**src/rtl/zip_stream_arbiter.sv**
```systemverilog
// zip_stream_arbiter: packet round-robin of two IQ streams into the 4:1 packer, keeping packets group-aligned.
// Define ZIP_ARB_PAD_EN to zero-pad misaligned packets up to a whole group.
module zip_stream_arbiter #(
  parameter int WIDTH = 32,
  parameter int GROUP = 4
) (
  input  logic             clk,
  input  logic             reset,
  input  logic [WIDTH-1:0] i0_tdata,
  input  logic             i0_tlast,
  input  logic             i0_tvalid,
  output logic             i0_tready,
  input  logic [WIDTH-1:0] i1_tdata,
  input  logic             i1_tlast,
  input  logic             i1_tvalid,
  output logic             i1_tready,
  output logic [WIDTH-1:0] o_tdata,
  output logic             o_tlast,
  output logic             o_tvalid,
  input  logic             o_tready,
  output logic             o_src,
  output logic             misalign
);
  localparam int PW = $clog2(GROUP);
`ifdef ZIP_ARB_PAD_EN
  localparam bit PAD_EN = 1'b1;
`else
  localparam bit PAD_EN = 1'b0;
`endif
  typedef enum logic [1:0] {IDLE, PASS, PAD} state_t;
  state_t state, state_n;
  logic sel, last, req, grant, in_valid, in_last, aligned, hs;
  logic [PW-1:0] phase;
  always_comb begin
    req = i0_tvalid || i1_tvalid;
    grant = (i0_tvalid && i1_tvalid) ? ~last : i1_tvalid;
    in_valid = sel ? i1_tvalid : i0_tvalid;
    in_last = sel ? i1_tlast : i0_tlast;
    aligned = phase == PW'(GROUP - 1);
    hs = o_tvalid && o_tready;
  end
  always_ff @(posedge clk)
    if (reset) begin
      state <= IDLE;
      sel <= 1'b0;
      last <= 1'b1;
      phase <= '0;
      misalign <= 1'b0;
    end else begin
      state <= state_n;
      if (state == IDLE && req) begin
        sel <= grant;
        phase <= '0;
      end else if (hs) phase <= phase + 1'b1;
      if (state != IDLE && state_n == IDLE) last <= sel;
      if (state == PASS && hs && in_last && !aligned) misalign <= 1'b1;
    end
  // A misaligned tlast only detours through PAD when padding is built in.
  always_comb
    state_n = state == IDLE ? (req ? PASS : IDLE)
            : state == PASS ? ((hs && in_last) ? ((aligned || !PAD_EN) ? IDLE : PAD) : PASS)
            : ((hs && aligned) ? IDLE : PAD);
  always_comb begin
    o_tvalid = state == PAD || (state == PASS && in_valid);
    o_tdata = state == PASS ? (sel ? i1_tdata : i0_tdata) : '0;
    o_tlast = state == PAD ? aligned : (state == PASS && in_last && (aligned || !PAD_EN));
    i0_tready = state == PASS && !sel && o_tready;
    i1_tready = state == PASS && sel && o_tready;
    o_src = state != IDLE && sel;
  end
endmodule

```
**config.mk**
```make
export PLATFORM = sky130hd
export DESIGN_NAME = zip_stream_arbiter
export DESIGN_NICKNAME = d
export VERILOG_FILES = /design/src/rtl/zip_stream_arbiter.sv
export SDC_FILE = /design/constraint.sdc
export NUM_CORES = 1
export LEC_CHECK = 0
export BUFFER_PORTS_ARGS = -buffer_cell sky130_fd_sc_hd__buf_2
export CORE_UTILIZATION = 36
export DETAILED_ROUTE_END_ITERATION = 10
export PLACE_DENSITY = 0.91
export SYNTH_ARGS = -nofsm -noshare
export SYNTH_HDL_FRONTEND = slang
export SYNTH_SLANG_ARGS = --single-unit
```
**constraint.sdc**
```tcl
create_clock -name clk -period 3.8 [get_ports clk]
set_input_delay 0.38 -clock clk [delete_from_list [all_inputs] [get_ports clk]]
set_output_delay 0.38 -clock clk [all_outputs]
set_load 0.01 [all_outputs]
```
==> metrics.csv <==
metric,value,unit
P per Cell Area,199.7,nW/µm²
worst hold stages,2,
outcome,completed,
Initial Util,39.76,%
Area contributors post-synth,"mux2i_1 37%, nor2_1 16%, dfxtp_1 15%",
Max stage delay on crit path,0.56,ns
CTS Buffer Depth,2,
post-synth net total,198,
wire per inst,11.15,µm
core box area,2297,µm²
die height,52.37,µm
Tot GR Track Use,19.98,%
clock-pin slew on the worst setup and hold paths,0.05,ns
synthesized area,913.4,µm²
Worst Reg-to-Reg Cells,4,
area growth from synthesis to layout,61.92,%
Worst EP required,3.42,ns
Final Hold Vio Count,0,
drt drc,0,
setup ws final,1.703,ns
ys async rst share,0,%
RSZ-0062 raised after global routing,no,
# clock sinks,7,
die span in x,52.37,µm
WL final,2.889,mm
DP HPWL,2.423,mm
Slew Limit Fails,0,
Leakage,0.7879,nW
Synth Flop Type,dfxtp_1,
final setup vio count,0,
vias in the first global route,1013,
Placer Congestion,0.7866,
Post-Syn Area per Cell,7.249,µm²
Final ANT Viol Nets,0,
crit path max-delay cell type,dfxtp_2,
row count,17,
Post-Syn Instances,126,
Final Net Count,304,
share of cells above drive strength 1,50.22,%
first-pass detailed-route iteration total,4,
min Tclk post-route,2.097,ns
first-pass GRT wire length,4.160,mm
peak supply drop,152.6,µV
most numerous cell in the Yosys netlist,nor2_1,
largest area contributor in the netlist,mux2i_1,
Worst path depth,4,
synth cell count leaders,"40 x nor2_1, 34 x mux2i_1, 7 x dfxtp_1, 7 x nand2_1, 6 x buf_2",
IO Pins,109,
setup bufs post-CTS,0,
fillers,214,
via/cell ratio,4.757,
Clock Skew,0.002918,ns
min-delay src,reset,
"Max FO, Critical Path",27,
"Seq/Total Area, Yosys",15.34,%
CP cell instances,"buf_4, mux2i_1, nor2_1, buf_2",
CTS tree,done,
Root Driver,clkbuf_4,
setup TNS,0,ns
Yosys reg bits,7,
CP arrival,1.72,ns
max_slew headroom,71.55,%
routed vias,1232,
YS warnings,0,
worst reg2reg setup slack,2.22,ns
f_max,0.4768,GHz
crit-path leading delay family,buffers and inverters,
pre-CTS setup slack,1.945,ns
Worst Hold Class,in -> reg,
GR Overflow Total,0,
CTS HTree Levels,1,
die footprint,2743,µm²
post-synth top area share,37.26,%
IO buf count,108,
initial antenna violation count,0,
# resized after CTS,0,
synth unique cells,22,
R2R Path Start,sel,
Slew @ Worst Pin,0.4268,ns
critical path capture point type,primary output,
Reg-to-Reg End,last,
CTS buffer count,3,
DR iter-0 viols,21,
"EDFF count, synth",0,
hold buffer count at cts,0,
Final period util,55.19,%
CP Launch Type,flop,
Crit path buffers/inverters,2,
antenna diode count,0,
end of the worst hold path,sel,
max-cap violations,0,
Worst-Skew Late Latency,0.25,ns
largest net degree at the start of global routing,28,
CP Class,reg -> out,
-- flip-flops by register name, summed over array words and instances, names as in the netlist --
signal	count
last	1
misalign	1
phase	2
sel	1
state	2
-- metrics by stage --
stage | cell area, µm² | std cells | hold WS (ns) | power, W | utilization [%]
5_1_grt | 1479 | 259 | 0.3718 | 0.0003205 | 64.38
2_1_floorplan | 913.4 | 126 | 0.4524 | 0.0001651 | -
3_3_place_gp | 1453 | 255 | 0.4482 | 0.0002294 | 63.24
3_5_place_dp | 1453 | 255 | 0.4520 | 0.0002328 | 63.24
4_1_cts | 1479 | 259 | 0.3663 | 0.0003005 | 64.38
6_report | 1479 | 259 | 0.3810 | 0.0002953 | 64.38
-- logic make-up after synthesis --
family | after synthesis | share of synthesized area [%]
simple gates | 60 | 28.08
mux | 35 | 38.77
compound gates | 11 | 8.904
buf+inv | 11 | 6.576
flops | 7 | 15.34
xor+xnor | 1 | 0.9591
fa+ha+maj | 1 | 1.370
-- placed cells by master (no fill, tap or decap), types with 2 or more instances in the layout --
cell type  Yosys  final
a21oi_1        3      3
a32oi_1        2      2
buf_2          6    108
buf_4          3      2
clkbuf_4       0      3
dfxtp_1        7      6
inv_1          2      2
mux2i_1       34     34
nand2_1        7      7
nand2b_1       4      4
nand3b_1       2      2
nor2_1        40     40
nor2b_1        2      2
nor3_1         3      3
o21ai_0        3      3
-- cell type report --
class	count	area [µm²]	share of cell area, %
Clock buffer	4	26.28	1.777
Inverter	2	7.507	0.5076
Multi-Input combinational cell	108	713.2	48.22
Sequential cell	7	141.4	9.560
Tap cell	28	35.03	2.369
Timing Repair Buffer	110	555.5	37.56
-- power breakdown --
part / switching (W) / leakage, nW / internal [W]
sequential: 0.00000608 / 0.0574 / 0.0000762
combinational: 0.0000725 / 0.716 / 0.0000756
clock: 0.0000250 / 0.0150 / 0.0000399
total: 0.000104 / 0.788 / 0.000192
-- worst max-delay path by stage --
stage          startpoint          end  slack, ns
2_1_floorplan         sel  o_tdata[22]       2.36
3_3_place_gp          sel   o_tdata[4]       1.97
3_5_place_dp          sel   o_tdata[7]       1.94
4_1_cts               sel   o_tdata[7]       1.67
5_1_grt               sel   o_tdata[9]       1.55
6_report              sel  o_tdata[14]       1.70
-- metal layers --
layer	up-vias	wire [µm]	global-route usage (%)
met5	-	0	0
met4	0	14	6.579
met3	2	259	3.478
met2	57	1468	36.50
met1	533	1146	23.01
li1	640	-	-
(Power assumes the default switching activity.)
